`config.mk`:
```
export PLATFORM = sky130hd
export DESIGN_NAME = fir_frame_arbiter
export DESIGN_NICKNAME = d
export VERILOG_FILES = /design/src/rtl/fir_pkg.sv /design/src/rtl/fir_rr_pick.sv /design/src/rtl/fir_frame_arbiter.sv
export SDC_FILE = /design/constraint.sdc
export NUM_CORES = 1
export LEC_CHECK = 0
export BUFFER_PORTS_ARGS = -buffer_cell sky130_fd_sc_hd__buf_2
export CORE_MARGIN = 2
export CORE_UTILIZATION = 44
export CTS_BUF_LIST = sky130_fd_sc_hd__clkbuf_8
export DETAILED_ROUTE_END_ITERATION = 7
export PLACE_DENSITY = 0.82
export RECOVER_POWER = 100
export SLEW_MARGIN = 10
export SYNTH_ARGS = -nofsm -noshare
export SYNTH_HDL_FRONTEND = slang
export SYNTH_SLANG_ARGS = --single-unit
export TNS_END_PERCENT = 50
```
`constraint.sdc`:
```
create_clock -name clk -period 1.8 [get_ports clk]
set_input_delay 0.09 -clock clk [delete_from_list [all_inputs] [get_ports clk]]
set_output_delay 0.09 -clock clk [all_outputs]
set_load 0.005 [all_outputs]
```
`src/rtl/fir_pkg.sv`:
```
// fir_pkg: types and helpers shared by the FIR front-end blocks (arbiter,
// picker) and the dfilter datapath.
package fir_pkg;

   // Sample width of the shared FIR input port.
   localparam int FIR_DATA_W = 16;

   // Frame arbiter states: IDLE picks a channel, BUSY forwards its frame.
   typedef enum logic [0:0] {
      IDLE = 1'b0,
      BUSY = 1'b1
   } fir_state_e;

   // Width of a channel index for n channels, never less than one bit.
   function automatic int ch_width(input int n);
      int w;
      w = (n <= 2) ? 1 : $clog2(n);
      return w;
   endfunction

endpackage

```
`src/rtl/fir_rr_pick.sv`:
```
// fir_rr_pick: combinational rotate-priority picker. Starting at ptr and
// wrapping around, returns the first channel whose request bit is set.
module fir_rr_pick
   import fir_pkg::*;
#(
   parameter int  NUM_CH = 4,
   localparam int CH_W   = ch_width(NUM_CH)
) (
   input  logic [NUM_CH-1:0] req,
   input  logic [CH_W-1:0]   ptr,
   output logic [CH_W-1:0]   gnt_ch,
   output logic              gnt_any
);

   localparam logic [CH_W:0] NUM_CH_V = (CH_W + 1)'(NUM_CH);

   logic [NUM_CH-1:0] rot_s;
   logic [CH_W-1:0]   first_s;
   logic [CH_W:0]     sum_s;

   // Rotate the requests so that channel ptr lands on bit 0.
   assign rot_s = NUM_CH'({req, req} >> ptr);

   // Lowest set bit of the rotated vector is the distance from ptr.
   always_comb begin
      first_s = {CH_W{1'b0}};
      for (int j = NUM_CH - 1; j >= 0; j--) begin
         first_s = rot_s[j] ? CH_W'(j) : first_s;
      end
   end

   // Undo the rotation: channel = (ptr + distance) mod NUM_CH.
   assign sum_s   = {1'b0, ptr} + {1'b0, first_s};
   assign gnt_ch  = (sum_s >= NUM_CH_V) ? CH_W'(sum_s - NUM_CH_V) : CH_W'(sum_s);
   assign gnt_any = |req;

endmodule

```
`src/rtl/fir_frame_arbiter.sv`:
```
// fir_frame_arbiter: shares one FIR input port between NUM_CH AXI-Stream
// sources, forwarding one whole frame at a time in round-robin order. Each
// beat carries its channel in tdest; a beat limit per grant forces an end of
// frame on a source that never sends tlast and flags it in ovf_err.
module fir_frame_arbiter
   import fir_pkg::*;
#(
   parameter int  NUM_CH    = 4,
   parameter int  DATA_W    = FIR_DATA_W,
   parameter int  MAX_BEATS = 1024,
   localparam int CH_W      = ch_width(NUM_CH)
) (
   input  logic                     clk,
   input  logic                     reset,
   input  logic                     enable,
   input  logic                     err_clr,
   input  logic [NUM_CH*DATA_W-1:0] s_axis_tdata,
   input  logic [NUM_CH-1:0]        s_axis_tvalid,
   input  logic [NUM_CH-1:0]        s_axis_tlast,
   output logic [NUM_CH-1:0]        s_axis_tready,
   output logic [DATA_W-1:0]        m_axis_tdata,
   output logic                     m_axis_tvalid,
   output logic                     m_axis_tlast,
   output logic [CH_W-1:0]          m_axis_tdest,
   input  logic                     m_axis_tready,
   output logic                     grant_valid,
   output logic [CH_W-1:0]          grant_ch,
   output logic [NUM_CH-1:0]        ovf_err
);

   localparam int                BCNT_W    = $clog2(MAX_BEATS + 1);
   localparam logic [BCNT_W-1:0] BEAT_LAST = BCNT_W'(MAX_BEATS - 1);
   localparam logic [CH_W-1:0]   CH_LAST   = CH_W'(NUM_CH - 1);

   fir_state_e          state_q, state_d;
   logic [CH_W-1:0]     rr_ptr_q, rr_ptr_d;
   logic [CH_W-1:0]     grant_ch_q, grant_ch_d;
   logic [BCNT_W-1:0]   beat_cnt_q, beat_cnt_d;
   logic                m_valid_q, m_valid_d;
   logic                m_last_q, m_last_d;
   logic [DATA_W-1:0]   m_data_q, m_data_d;
   logic [CH_W-1:0]     m_dest_q, m_dest_d;
   logic [NUM_CH-1:0]   ovf_err_q, ovf_err_d;

   logic [CH_W-1:0]     pick_ch_s;
   logic                pick_any_s;
   logic                sel_valid_s;
   logic                sel_last_s;
   logic [DATA_W-1:0]   sel_data_s;
   logic                src_ready_s;
   logic                accept_s;
   logic                cnt_end_s;
   logic                eof_s;
   logic                forced_s;

   fir_rr_pick #(
      .NUM_CH (NUM_CH)
   ) u_pick (
      .req     (s_axis_tvalid),
      .ptr     (rr_ptr_q),
      .gnt_ch  (pick_ch_s),
      .gnt_any (pick_any_s)
   );

   // Route the granted channel's valid, last and data onto a single lane.
   always_comb begin
      sel_valid_s = 1'b0;
      sel_last_s  = 1'b0;
      sel_data_s  = {DATA_W{1'b0}};
      for (int i = 0; i < NUM_CH; i++) begin
         sel_valid_s = (grant_ch_q == CH_W'(i)) ? s_axis_tvalid[i] : sel_valid_s;
         sel_last_s  = (grant_ch_q == CH_W'(i)) ? s_axis_tlast[i] : sel_last_s;
         sel_data_s  = (grant_ch_q == CH_W'(i)) ? s_axis_tdata[i*DATA_W +: DATA_W] : sel_data_s;
      end
   end

   // Ready depends only on registered state and the FIR's ready, never on tvalid.
   assign src_ready_s = (state_q == BUSY) && (!m_valid_q || m_axis_tready);
   assign accept_s    = src_ready_s && sel_valid_s;
   assign cnt_end_s   = (beat_cnt_q == BEAT_LAST);
   assign eof_s       = accept_s && (sel_last_s || cnt_end_s);
   assign forced_s    = accept_s && cnt_end_s && !sel_last_s;

   // Only the granted channel ever sees ready.
   always_comb begin
      s_axis_tready = {NUM_CH{1'b0}};
      for (int i = 0; i < NUM_CH; i++) begin
         s_axis_tready[i] = src_ready_s && (grant_ch_q == CH_W'(i));
      end
   end

   // Arbitration FSM: grant in IDLE, count beats and end the frame in BUSY.
   always_comb begin
      state_d    = state_q;
      rr_ptr_d   = rr_ptr_q;
      grant_ch_d = grant_ch_q;
      beat_cnt_d = beat_cnt_q;
      case (state_q)
         IDLE: begin
            if (enable && pick_any_s) begin
               state_d    = BUSY;
               grant_ch_d = pick_ch_s;
               beat_cnt_d = {BCNT_W{1'b0}};
            end else begin
               state_d = IDLE;
            end
         end
         BUSY: begin
            if (eof_s) begin
               state_d    = IDLE;
               beat_cnt_d = beat_cnt_q + BCNT_W'(1);
               rr_ptr_d   = (grant_ch_q == CH_LAST) ? {CH_W{1'b0}} : grant_ch_q + CH_W'(1);
            end else if (accept_s) begin
               beat_cnt_d = beat_cnt_q + BCNT_W'(1);
            end else begin
               state_d = BUSY;
            end
         end
         default: begin
            state_d = IDLE;
         end
      endcase
   end

   // Output register: load on acceptance, drain when the FIR takes the beat.
   always_comb begin
      m_valid_d = m_valid_q;
      m_last_d  = m_last_q;
      m_data_d  = m_data_q;
      m_dest_d  = m_dest_q;
      if (accept_s) begin
         m_valid_d = 1'b1;
         m_last_d  = eof_s;
         m_data_d  = sel_data_s;
         m_dest_d  = grant_ch_q;
      end else if (m_axis_tready) begin
         m_valid_d = 1'b0;
         m_last_d  = 1'b0;
      end else begin
         m_valid_d = m_valid_q;
      end
   end

   // Sticky overflow flags; a new overflow wins over a same-cycle clear.
   always_comb begin
      ovf_err_d = err_clr ? {NUM_CH{1'b0}} : ovf_err_q;
      for (int i = 0; i < NUM_CH; i++) begin
         ovf_err_d[i] = ovf_err_d[i] | (forced_s && (grant_ch_q == CH_W'(i)));
      end
   end

   // State, arbitration and output registers; reset drops any partial frame.
   always_ff @(posedge clk or negedge reset) begin
      if (!reset) begin
         state_q    <= IDLE;
         rr_ptr_q   <= {CH_W{1'b0}};
         grant_ch_q <= {CH_W{1'b0}};
         beat_cnt_q <= {BCNT_W{1'b0}};
         m_valid_q  <= 1'b0;
         m_last_q   <= 1'b0;
         m_data_q   <= {DATA_W{1'b0}};
         m_dest_q   <= {CH_W{1'b0}};
         ovf_err_q  <= {NUM_CH{1'b0}};
      end else begin
         state_q    <= state_d;
         rr_ptr_q   <= rr_ptr_d;
         grant_ch_q <= grant_ch_d;
         beat_cnt_q <= beat_cnt_d;
         m_valid_q  <= m_valid_d;
         m_last_q   <= m_last_d;
         m_data_q   <= m_data_d;
         m_dest_q   <= m_dest_d;
         ovf_err_q  <= ovf_err_d;
      end
   end

   assign m_axis_tvalid = m_valid_q;
   assign m_axis_tlast  = m_last_q;
   assign m_axis_tdata  = m_data_q;
   assign m_axis_tdest  = m_dest_q;
   assign grant_valid   = (state_q == BUSY);
   assign grant_ch      = grant_ch_q;
   assign ovf_err       = ovf_err_q;

endmodule

```
==> impl_summary.md, run 1 <==
Timing
The number of failing hold endpoints at the final stage is 0. Final hold analysis gives a worst-case slack of 63.43 ps. For this run, the top clock speed supported by timing is 487.7 MHz. The final worst-path setup slack is -250.4 ps. At the pin with the least slew margin, the transition time is 1090 ps.

The final worst clock skew is 9.241 ps. The count of final setup violators is 37. Setup repair after global routing could not meet its margin everywhere. The minimum clock period after layout is 2050 ps. The final-report max-slew violation count is 0.

The worst slew margin relative to its limit is 0.2732. The part of the cycle the worst path needs is 1.139.

Power
The total power consumption of the routed design is 0.005832 W. Dividing total power by cell area gives a power density of 1623 nW/um^2. The worst supply voltage drop on vdd is 1.108 mV. Summed over all cells, the static leakage comes to 1.687 nW.

Place
Port buffering added 107 buffers. Once detailed placement completed, the half-perimeter wirelength came to 5284 um. Prior to clock tree synthesis, the placed netlist has a worst setup slack of -289.8 ps. Including well taps, the total number of placed cells is 456.

The congestion estimate from routability-driven global placement came to 0.8737.

Floorplanning
The total core area is 5439 um^2. The floorplan die area is 6154 um^2. In this run the horizontal extent of the chip is 78.45 um. For this configuration, the core starts out at a cell density of 0.4484. The floorplan has 27 rows. From bottom edge to top edge, the die measures 78.45 um.

The number of I/O pins is 108.

Min path
The tightest min-delay check is of the input pin to register type.

Clock network
The deepest clock path buffer count is 2. The total clock sinks is 40. The clock edge transition at the registers on the reported setup and hold paths is 80 ps. The H-tree was split into 2 levels. For the worst-skew pair, the clock arrives at the later sink with an insertion delay of 300 ps. TritonCTS built the clock tree. Clock tree synthesis inserted a total of 5 buffers.

The tree is rooted in a sky130_fd_sc_hd__clkbuf_8.

Setup path
Along the worst path, the maximum fanout reaches 5. The nature of the critical path endpoint is a register. For the worst setup path, the data required time is 2030 ps. The critical path is of the register to register type.

The startpoint kind of the worst setup timing path is a register. Data on the critical path arrives at its endpoint at 2280 ps.

Synth
In the synthesized netlist the dominant register cell turns out to be sky130_fd_sc_hd__dfrtp_1. The number of cells produced by synthesis is 276. The share of synthesized registers carrying an async set or reset is 1.000. For this run, the number of Yosys warnings is 0. sky130_fd_sc_hd__dfrtp_1 is the most common cell in the netlist. The distinct cell type count after synthesis is 45.

A synthesized cell averages 8.835 um^2. The area share of the largest cell type after synthesis is 0.4105. The net count after synthesis is 359. The cell type contributing the most total cell area after synthesis is sky130_fd_sc_hd__dfrtp_1. Summing every instance area after synthesis gives 2439 um^2.

The sequential element share of the synthesized area is 0.4105. In this run, synthesis inferred 0 flip-flops with an integrated enable. By count the netlist is led by 40 x sky130_fd_sc_hd__dfrtp_1, 32 x sky130_fd_sc_hd__nand2_1, 26 x sky130_fd_sc_hd__o21ai_0.

In the post-synthesis netlist, the biggest area contributors are sky130_fd_sc_hd__dfrtp_1 41%, sky130_fd_sc_hd__a221oi_1 6.1%, sky130_fd_sc_hd__o21ai_0 5.3%. Synthesis inferred 40 register bits.

GRT
The initial antenna violation count came to 0. Entering global routing, the biggest net connects 30 pins. The wire length of the first global-routing pass is 11750 um. The residual overflow from global routing is 0. In the global route stage, overall resource usage came out at 0.2411.

The via count of the first global-routing pass is 2463.

Layout
The number of antenna diodes in the final layout is 0. The layout-stage area growth over the synthesis result is 47.36%. The ratio of cells with drive above 1 in the final layout is 0.4523. After the last flow step, the layout net total stands at 491. Once layout is complete, the cells apart from fillers number 481.

Detailed routing
Once detail routing completed, the nets flagged for antenna violations numbered 0. The per-cell via count in the routed design is 5.551. The total routed wirelength is 8003 um.

In the final routed layout, each cell accounts on average for 16.64 um. For this run, design rule violations remaining after detail routing come to 0. Summing over every cut layer, the via total after detailed routing is 2670.

The detailed-router iteration count before antenna repair is 4. The detailed router finished its first iteration with 191 violations.

Run status
The flow ran to the end, but the final reports show violations. The checks that failed: negative setup slack.

Run
Across the run, the number of max-cap violations was 0.
-- stage by stage --
step / area, um^2 / utilization / TNS [ps]
floorplan: 2516 / - / -182.9
global placement: 3194 / 0.5873 / -1525
detailed placement: 3194 / 0.5873 / -4171
CTS: 3492 / 0.6421 / -4432
global route: 3593 / 0.6607 / -8873
finish: 3593 / 0.6607 / -5014
-- layout by cell type, fill, tap and decap left out, drive strengths merged, types with 4 or more instances in the layout --
| master | netlist | final |
|---|---|---|
| nor2b | 16 | 16 |
| nor3 | 17 | 17 |
| nand2b | 4 | 4 |
| a21oi | 26 | 26 |
| dfrtp | 40 | 40 |
| mux2i | 5 | 5 |
| nor2 | 8 | 8 |
| a221oi | 18 | 18 |
| ha | 6 | 6 |
| buf | 8 | 128 |
| inv | 7 | 7 |
| nand2 | 32 | 32 |
| a22o | 4 | 4 |
| nand3 | 6 | 6 |
| or3 | 4 | 4 |
| clkbuf | 12 | 20 |
| o21ai | 28 | 29 |
| and3 | 5 | 5 |
-- worst paths after layout --
path / slack (ps) / endpoint / depth (start not counted) / startpoint
max in group asynchronous: 200 / m_axis_tdata[5]$_DFFE_PN0P_ / 3 / reset
min reg2reg: 490 / m_axis_tdata[15]$_DFFE_PN0P_ / 2 / m_axis_tdata[15]$_DFFE_PN0P_
min: 60 / m_axis_tdata[9]$_DFFE_PN0P_ / 3 / s_axis_tdata[57]
max: -250 / beat_cnt_q[4]$_DFFE_PN0P_ / 8 / grant_ch[0]$_DFFE_PN0P_
min in group asynchronous: 510 / beat_cnt_q[3]$_DFFE_PN0P_ / 2 / reset
max reg2reg: -250 / beat_cnt_q[4]$_DFFE_PN0P_ / 8 / grant_ch[0]$_DFFE_PN0P_
-- repair_timing --
action / CTS / global route
hold buffers: 1 / 0
buffers inserted: 6 / 7
endpoints found under the hold margin: 17 / 0
resized for setup: 32 / 28
setup endpoints to repair: 35 / 40
gates cloned: 3 / 0
pin swaps: 19 / 6
-- logic make-up (layout without fill, tap and decap cells) --
| kind of cell | Yosys count | in the layout | share of synthesized area |
|---|---|---|---|
| adder cells (fa/ha/maj) | 6 | 6 | 0.03078 |
| flip-flops | 40 | 40 | 0.4105 |
| AO/OA/AOI/OAI | 88 | 89 | 0.2381 |
| XOR/XNOR | 2 | 2 | 0.007184 |
| buffers and inverters | 27 | 159 | 0.05233 |
| AND/OR/NAND/NOR | 106 | 106 | 0.2314 |
| multiplexers | 7 | 7 | 0.02976 |
-- routing by layer --
layer / track usage / routed length, um / part of all wire
met5: 0 / 0 / 0
met4: 0.07544 / 153 / 0.019
met2: 0.4078 / 4123 / 0.52
met1: 0.3140 / 3308 / 0.41
met3: 0.04368 / 417 / 0.052
-- report_power, final --
group / leakage (nW) / total [W] / switching (W) / internal (W)
Clock: 0.0479 / 0.000600 / 0.000330 / 0.000270
Combinational: 1.12 / 0.00377 / 0.00192 / 0.00186
Sequential: 0.515 / 0.00146 / 0.000261 / 0.00120
Total: 1.69 / 0.00583 / 0.00251 / 0.00333
-- layout make-up --
cell class	count	area, um^2
clock buffers	5	68.82
fillers	423	1846
inverters	7	28.78
flip-flops and latches	40	1005
well taps	72	90.09
multi-input cells	210	1499
repair buffers	144	883.3
clock inverters	3	18.77
-- state kept, by name, indices dropped and copies added, names as in the netlist --
register	count
m_axis_tdata	16
beat_cnt_q	11
ovf_err	4
grant_ch	2
m_axis_tdest	2
rr_ptr_q	2
grant_valid	1
m_axis_tlast	1
m_axis_tvalid	1
-- worst max-delay path, stage by stage, from the launching register on --
cell and delay [ps]:
sky130_fd_sc_hd__dfrtp_2 470, sky130_fd_sc_hd__inv_4 110, sky130_fd_sc_hd__ha_4 170, sky130_fd_sc_hd__a21oi_2 50, sky130_fd_sc_hd__a221oi_4 400, sky130_fd_sc_hd__buf_4 190, sky130_fd_sc_hd__o21ai_2 80, sky130_fd_sc_hd__or3_1 390
sky130_fd_sc_hd__a21oi_2 130
Note: power is estimated with default switching activity, not from simulation.
==> run 2, diff against run 1 <==
CELL_PAD_IN_SITES_DETAIL_PLACEMENT = 1   (was default)
CELL_PAD_IN_SITES_GLOBAL_PLACEMENT = 2   (was default)
CORE_UTILIZATION = 25   (was 44)
PLACE_DENSITY = 0.83   (was 0.82)
SKIP_LAST_GASP = 1   (was default)
==> run 2 against run 1 <==
  * The run still ends with negative setup slack left
  * Core utilization decreased by 28 points
  * Largest power group unchanged
  * Critical path type unchanged
  * Via count increased by 0.90%
  * Clock power increased by 2%
  * Register-to-register slack improved by 50 ps
  * Cell count increased by 14%
==> impl_summary.md, run 2 (synthesized netlist as in run 1, its figures left out) <==
Power
Of the total power, combinational logic draws 0.646. The power density of the placed cells is 1590 nW/um^2. The internal portion of the total power is 0.003359 W. The cell leakage power is 1.692 nW. The share of total power in the clock network is 0.105. The sequential group share of total power is 0.249. The total power consumption of the routed design is 0.005799 W. Summed over all nets, the switching power comes to 0.002439 W.

Of the total power, the share spent switching nets is 0.4207. VDD sags by at most 0.6557 mV.

Layout
The end-of-flow core utilization is 0.3782. The library cells used most frequently in the layout, excluding fill and tap cells, are 89 x sky130_fd_sc_hd__buf_2, 38 x sky130_fd_sc_hd__dfrtp_1, 33 x sky130_fd_sc_hd__buf_4. The ratio of cells with drive above 1 in the final layout is 0.4058. The register with the most flip-flops in the layout has 16 of them. The total inserted antenna cells is 0. In the final design database the tool counted 496 nets. Leaving out fill and tap cells, the most frequent cell in the layout is sky130_fd_sc_hd__buf_2. The number of standard cells in the layout, taps in and fillers out is 547. Relative to the synthesized area, the layout overhead comes to 49.51%.

Setup path
The required arrival time at the worst endpoint is 2010 ps. The number of cell instances on the worst register-to-register path is 6. The critical path arrival is 2220 ps. The number of buffers and inverters on the critical path is 0.

On the critical path, the stage with the largest delay is an instance of sky130_fd_sc_hd__dfrtp_2. The critical path goes through ha_4, nand3b_4, a221oi_4, o2111ai_1, or3_1, a21oi_1. The kind of cell adding the most delay to the critical path is compound AO/OA/AOI/OAI gates. The biggest cell delay along the critical path is 470 ps. The number of gates on the worst path with buffers counted is 6.

The highest net fanout along the worst path is 5. The worst setup path is launched from a register. The critical path start-end classification is register to register. The nature of the critical path endpoint is a register.

Floorplanning
For this configuration, the core starts out at a cell density of 0.2530. From left edge to right edge, the die measures 102.8 um. The number of I/O pins is 108. The total core area is 9639 um^2. The floorplan step defined a die boundary enclosing 10560 um^2. The row count is 36.

The floorplan die height is 102.8 um.

Timing
For the finished layout, the period the worst path requires is 2005 ps. The worst slew margin relative to its limit is 0.5214. The final worst clock skew is 5.925 ps. The part of the cycle the worst path needs is 1.114. The maximum clock frequency is 498.7 MHz. The number of failing hold endpoints at the final stage is 0. Setup violations remaining at the end of the flow were counted as 33.

The final-report max-slew violation count is 0. Setup repair after global routing could not meet its margin everywhere. At the pin with the least slew margin, the transition time is 717.9 ps. The final worst-path setup slack is -205.3 ps.

GRT
The via count of the first global-routing pass is 2608. The initial antenna violation count is 0. The total track usage is 0.1554. The maximum number of pins on one net before global-route repair is 29. After global routing the overflow that remains totals 0.

The first global-routing pass estimated 12920 um of wire.

Min path
The worst hold path depth is 3. The worst hold path belongs to the class input pin to register.

Clock network
The clock latency reported for the late side of the worst-skew pair is 290 ps. The deepest clock path buffer count is 2. The total clock sinks is 40. TritonCTS built the clock tree. The total clock buffers created by CTS is 5. In this run the clock root is driven by a sky130_fd_sc_hd__clkbuf_8. The clock edge transition at the registers on the reported setup and hold paths is 80 ps.

The clock tree synthesis step divided the H-tree into 2 levels.

Run
Max-cap violations in this run came to 0.

Run status
The run finished, with violations left. The checks that failed: negative setup slack.

Detailed routing
The detailed-router iteration count before antenna repair is 4. The remaining design rule violation count is 0. The number of DRC markers after the initial detailed-route iteration is 70. Wires add up to 8703 um. The detail route stage leaves a number of antenna-violating nets equal to 0. The detailed-route wire length per cell is 15.91 um. Using the TritonRoute via totals, the vias-per-cell ratio works out to 4.925.

The via count of the routed design is 2694.

Place
The count of buffers added on input and output ports is 107. Summed over all nets, the half-perimeter wirelength after detailed placement is 6458 um. In this run, placement finished with an instance count of 525. The weighted congestion at the end of routability-driven global placement is 0.8215.

Before CTS, the worst setup slack after placement is -214.7 ps.
==> run 2: cell count changes in the layout (fill, tap and decap cells not counted), moves of 4 or more <==
cell / previous run / this run
sky130_fd_sc_hd__buf_4: 24 / 33
sky130_fd_sc_hd__nand2_2: 7 / 1
sky130_fd_sc_hd__o21ai_1: 12 / 6
sky130_fd_sc_hd__buf_2: 94 / 89
sky130_fd_sc_hd__nand2_1: 25 / 30
sky130_fd_sc_hd__a21oi_2: 7 / 3
sky130_fd_sc_hd__a221oi_2: 4 / 0
==> run 2: layer usage <==
| metal | GRT usage | vias up | part of all wire |
|---|---|---|---|
| met5 | 0 | - | 0 |
| met2 | 0.2695 | 78 | 0.51 |
| met1 | 0.2005 | 1317 | 0.43 |
| met4 | 0.03340 | 0 | 0.015 |
| li1 | - | 1287 | - |
| met3 | 0.03254 | 12 | 0.045 |
==> run 2: worst paths after layout <==
path | start | to | slack, ps
max in group asynchronous | reset | m_axis_tdata[2]$_DFFE_PN0P_ | 720
worst max register to register | grant_ch[0]$_DFFE_PN0P_ | beat_cnt_q[9]$_DFFE_PN0P_ | -210
worst min-delay path | m_axis_tready | m_axis_tlast$_DFFE_PN0P_ | 60
worst min register to register | m_axis_tdata[5]$_DFFE_PN0P_ | m_axis_tdata[5]$_DFFE_PN0P_ | 470
min in group asynchronous | reset | m_axis_tdata[14]$_DFFE_PN0P_ | 420
worst max-delay path | grant_ch[0]$_DFFE_PN0P_ | beat_cnt_q[9]$_DFFE_PN0P_ | -210
==> run 2: area by class of cell <==
class	count	area [um^2]
tap	133	166.4
fill	1193	5993
timing repair buffer	150	907.1
sequential	40	1003
inverter	7	31.28
clock buffer	6	82.58
clock inverter	2	7.507
multi-input combinational	209	1448
==> run 2: worst reg2reg max path, stage by stage, from the launching register on <==
cell and delay [ps]:
sky130_fd_sc_hd__dfrtp_2 470, sky130_fd_sc_hd__ha_4 200, sky130_fd_sc_hd__nand3b_4 160, sky130_fd_sc_hd__a221oi_4 330, sky130_fd_sc_hd__o2111ai_1 220, sky130_fd_sc_hd__or3_1 390, sky130_fd_sc_hd__a21oi_1 160
==> run 2: power groups by stage <==
stage / Combinational (W) / Sequential [W] / Clock, W
2_1_floorplan: 0.00192 / 0.00142 / 0
3_3_place_gp: 0.00300 / 0.00143 / 0
3_5_place_dp: 0.00311 / 0.00145 / 0
4_1_cts: 0.00346 / 0.00143 / 0.000633
5_1_grt: 0.00414 / 0.00149 / 0.000667
6_report: 0.00374 / 0.00144 / 0.000611
==> run 2: stage by stage <==
step                      instance area, um^2  hold slack, ps  setup TNS (ps)
final                                    3646           64.56           -4132
after floorplan                          2516          -205.6          -182.9
after CTS                                3535           60.13           -4152
after global placement                   3338           137.0           -1966
after detailed placement                 3338           149.1           -3641
after global routing                     3646           67.38           -6977
==> run 2: repair_timing <==
item	CTS	global route
buffers inserted	4	9
setup endpoints to repair	35	41
hold buffers	1	0
pin swaps	9	4
hold endpoints to repair	27	0
gates cloned	1	1
resized for setup	14	18
==> run 3, diff against run 2 <==
ABC_AREA = 1   (was default)
CORE_UTILIZATION = 24   (was 25)
==> run 3 against run 2 <==
  * The run now ends clean
  * Power up 1.4%
  * Worst hold slack worse by 38 ps
  * Global-route usage up 0.73 points
  * Clock-buffer cell count down 1
  * Non-clock buffer count down 17
  * First-iteration DRC count up 53%
  * Setup slack better by 250 ps
  * Cell count up 17%
  * Design area up 1.0%
  * Largest cell class unchanged
  * Largest power group unchanged
  * Register-to-register slack better by 250 ps
  * Area after synthesis up 10%
==> impl_summary.md, run 3 <==
Synth
The main flop type after synthesis is sky130_fd_sc_hd__dfrtp_1. The number of cells produced by synthesis is 378. By area the synthesized netlist is led by sky130_fd_sc_hd__dfrtp_1 37%, sky130_fd_sc_hd__nand2_1 22%, sky130_fd_sc_hd__o211ai_1 4.7%. After synthesis, the mean cell area works out to 7.110 um^2. Summed over all instances, the cell type with the most area after synthesis is sky130_fd_sc_hd__dfrtp_1. The net count after synthesis is 461. Counting flops with a built-in enable in the synthesized netlist gives 0. After synthesis, the largest family of logic cells by area is simple AND/OR/NAND/NOR gates.

Measured against the total synthesized area, the mux share comes to 0. After synthesis the netlist holds a flip-flop and latch count of 40. The area share of the largest cell type after synthesis is 0.3724. By instance count, the leading cell after synthesis is sky130_fd_sc_hd__nand2_1. The cell area after synthesis is 2688 um^2. The xor-xnor portion of the synthesized cell area is 0.01629. The area fraction in compound gates after synthesis is 0.1485. Yosys mapped the design onto 33 distinct sky130hd cell types. For this run, asynchronously set or reset flops after synthesis account for 1.000. The total number of yosys warnings is 0.

The synthesized-area fraction occupied by adder cells is 0.02793. The simple-gate share of the synthesized area is 0.3501. For this run, the register share of the synthesized area comes to 0.3724. By count the netlist is led by 158 x sky130_fd_sc_hd__nand2_1, 40 x sky130_fd_sc_hd__dfrtp_1, 25 x sky130_fd_sc_hd__inv_1, 25 x sky130_fd_sc_hd__nand3_1.

Floorplanning
The die extent in x is 109.8 um. For this configuration, the core starts out at a cell density of 0.2468. The floorplan step set the die height to 109.8 um. The total core area is 10890 um^2. In this run the count of I/O pins placed on the die edge is 108.

The die covers 12060 um^2. In this run the core area contains 38 standard-cell rows.

Detailed routing
The detailed router finished its first iteration with 107 violations. The remaining design rule violation count is 0. The routed layout has 2983 vias.

In this run the remaining antenna-violating nets after routing total 0. The total routed wirelength is 9890 um. The per-cell via count in the routed design is 4.646. For this run, the detailed router's first-pass iteration total came to 4. After detailed routing, the average wire length per cell comes to 15.40 um.

Setup path
The startpoint of the most critical setup path is grant_ch[0]$_DFFE_PN0P_. The critical path start-end classification is register to primary output. The number of buffer and inverter instances along the worst setup path is 5. STA classifies the critical path startpoint as a register.

STA classifies the critical path endpoint as a primary output. The critical path arrival is 1670 ps. Along the worst path, the maximum fanout reaches 17. For this design, the slowest cell found on the critical path is sky130_fd_sc_hd__dfrtp_1. The number of cells on the worst reg-to-reg path is 11. The startpoint of the most critical register-to-register path is grant_ch[1]$_DFFE_PN0P_.

The number of gates on the worst path with buffers counted is 7. Traced cell by cell, the critical path runs through buf_4, ha_2, buf_4, inv_2, buf_12, nor2_1, buf_2. The capture point of the critical path is s_axis_tready[3].

In this design, the critical path's most frequently occurring cell is sky130_fd_sc_hd__buf_4. The biggest cell delay along the critical path is 430 ps. The capture instance of the worst register-to-register path is m_axis_tdest[1]$_DFFE_PN0P_. The required arrival time at the worst endpoint is 1710 ps. The worst register-to-register path has a setup slack of 40 ps. The kind of cell adding the most delay to the critical path is buffers and inverters.

GRT
The via count of the first global-routing pass is 3177. The wire length of the first global-routing pass is 15240 um. For this run, the total global-route usage over all layers was measured as 0.1628.

The residual overflow from global routing is 0. The initial antenna violation count came to 0. Entering global routing, the biggest net connects 22 pins.

Power
Of the total power, the clock network draws 0.099. The cell leakage power is 2.004 nW. The total power consumption of the routed design is 0.005883 W.

The switching power summed over all nets is 0.002828 W. For this design the ratio of total power to cell area is 1598 nW/um^2. Of the total power, the share spent switching nets is 0.4807. The internal power consumption is 0.003055 W.

The share of total power dissipated in combinational logic is 0.642. Of the total power, registers draw 0.259. Across the VDD grid, the largest voltage drop is 0.4830 mV.

Clock network
The buffer cell driving the clock tree root is sky130_fd_sc_hd__clkbuf_8. After clock tree synthesis, the clock-pin slew on the worst setup and hold paths is 80 ps. No sink is reached through more buffers than the 2 on the longest clock path. The H-tree generated during clock tree synthesis spans 2 levels. The clock latency reported for the late side of the worst-skew pair is 300 ps. TritonCTS built the clock tree.

The total clock sinks is 40. TritonCTS created 5 clock buffers.

Run
Max-cap violations in this run came to 0.

Place
Once detailed placement completed, the half-perimeter wirelength came to 7594 um. After detailed placement, the design holds a cell count of 629. The count of input and output buffers is 107. The weighted congestion at the end of routability-driven global placement is 0.7882. The worst slack after detailed placement is -16.81 ps. The post-placement cell area is 3463 um^2.

Timing
The part of the cycle the worst path needs is 0.9779. Timing would allow up to 568.1 MHz. The measured slew at the worst slew-check pin is 1193 ps. On the final layout, the worst clock skew is 5.320 ps.

After layout, the worst setup slack is 39.86 ps. The worst path in the final design needs a cycle of 1760 ps, including I/O delays and setup. Setup repair after global routing could not meet its margin everywhere. On the final layout, the worst hold slack is 26.80 ps. The final-report max-slew violation count was 0. The worst slew margin relative to its limit is 0.2047. Setup violations remaining at the end of the flow were counted as 0.

The number of failing hold endpoints at the final stage is 0.

Layout
At the end of the flow, the number of nets in the layout was 585. The library cells used most frequently in the layout, excluding fill and tap cells, are 158 x sky130_fd_sc_hd__nand2_1, 92 x sky130_fd_sc_hd__buf_2, 36 x sky130_fd_sc_hd__dfrtp_1. The flip-flop count of the largest register, all copies and words added is 16.

Of the cells placed in the final design, the portion with a size suffix greater than 1 is 0.3247. Compared with the post-synthesis result, the final layout area differs by 37.01%. The library cell used most frequently in the layout, excluding fill and tap cells, is sky130_fd_sc_hd__nand2_1. The total inserted antenna cells is 0. Fill cells in the final layout number 1442. The post-route cell area is 3682 um^2. For this run, the number of standard cells in the final layout without fillers is 642.

Run status
The flow ran to the end, and the final reports show no timing, DRC or antenna violations.

Min path
The worst min-delay path category is input pin to register.
==> run 3: changes by cell type in the layout (fill, tap and decap cells not counted), sizes merged, moves of 7 or more <==
| cell | change |
|---|---|
| nor2 | +14 |
| inv | +20 |
| nor3 | -15 |
| buf | -15 |
| a221oi | -18 |
| nand3 | +20 |
| o211ai | +16 |
| nand2 | +130 |
| a21oi | -7 |
| nor2b | -16 |
==> run 3: cell families after synthesis <==
kind of cell             Yosys count
AO/OA/AOI/OAI                     64
buffers and inverters             44
flip-flops                        40
adder cells (fa/ha/maj)            6
XOR/XNOR                           5
AND/OR/NAND/NOR                  219
==> run 3: metal layers <==
layer | routed length [um] | GRT usage | vias up
met3 | 633 | 0.03675 | 14
met4 | 213 | 0.04973 | 0
met1 | 4184 | 0.1880 | 1410
met2 | 4858 | 0.2962 | 89
met5 | 0 | 0 | -
li1 | - | - | 1470
==> run 3: power groups by stage <==
stage	Sequential, W	Clock (W)	Combinational [W]
2_1_floorplan	0.00146	0	0.00230
3_3_place_gp	0.00150	0	0.00337
6_report	0.00152	0.000583	0.00378
3_5_place_dp	0.00152	0	0.00350
5_1_grt	0.00157	0.000644	0.00429
4_1_cts	0.00151	0.000602	0.00357
==> run 3: layout make-up <==
cell class                      instances  area [um^2]  area share
Timing Repair Buffer                  133        787.0      0.2137
Inverter                               28        110.1     0.02990
Clock buffer                            5        68.82     0.01869
Tap cell                              140        175.2     0.04757
Multi-Input combinational cell        294         1526      0.4145
Sequential cell                        40         1006      0.2732
Clock inverter                          2        8.758    0.002379
==> run 3: how the worst min path moves through the flow <==
stage	start	endpoint	slack (ps)	cells after the start
6_report	s_axis_tdata[60]	m_axis_tdata[12]$_DFFE_PN0P_	30	3
5_1_grt	s_axis_tdata[60]	m_axis_tdata[12]$_DFFE_PN0P_	30	3
4_1_cts	s_axis_tdata[63]	m_axis_tdata[15]$_DFFE_PN0P_	20	3
3_5_place_dp	reset	m_axis_tdata[15]$_DFFE_PN0P_	90	1
3_3_place_gp	reset	m_axis_tdata[9]$_DFFE_PN0P_	70	1
2_1_floorplan	reset	beat_cnt_q[0]$_DFFE_PN0P_	-210	0
==> run 3: what timing repair did <==
item	4_1_cts	5_1_grt
pin swaps	0	9
gates resized for setup	1	27
cloned	1	0
setup endpoints to repair	5	40
hold buffers	1	0
setup buffers	0	4
endpoints found under the hold margin	19	0
==> run 3: per-stage QoR <==
step | util | setup TNS, ps
after floorplan | - | 0
after global placement | 0.3181 | 0
after detailed placement | 0.3181 | -19.14
after CTS | 0.3292 | -28.11
after global routing | 0.3382 | -466.9
final | 0.3382 | 0
==> run 3: worst min-delay path, delay by kind of cell <==
kind | cells | cell delay (ps)
compound gates | 1 | 70
buf+inv | 1 | 80
simple gates | 1 | 60
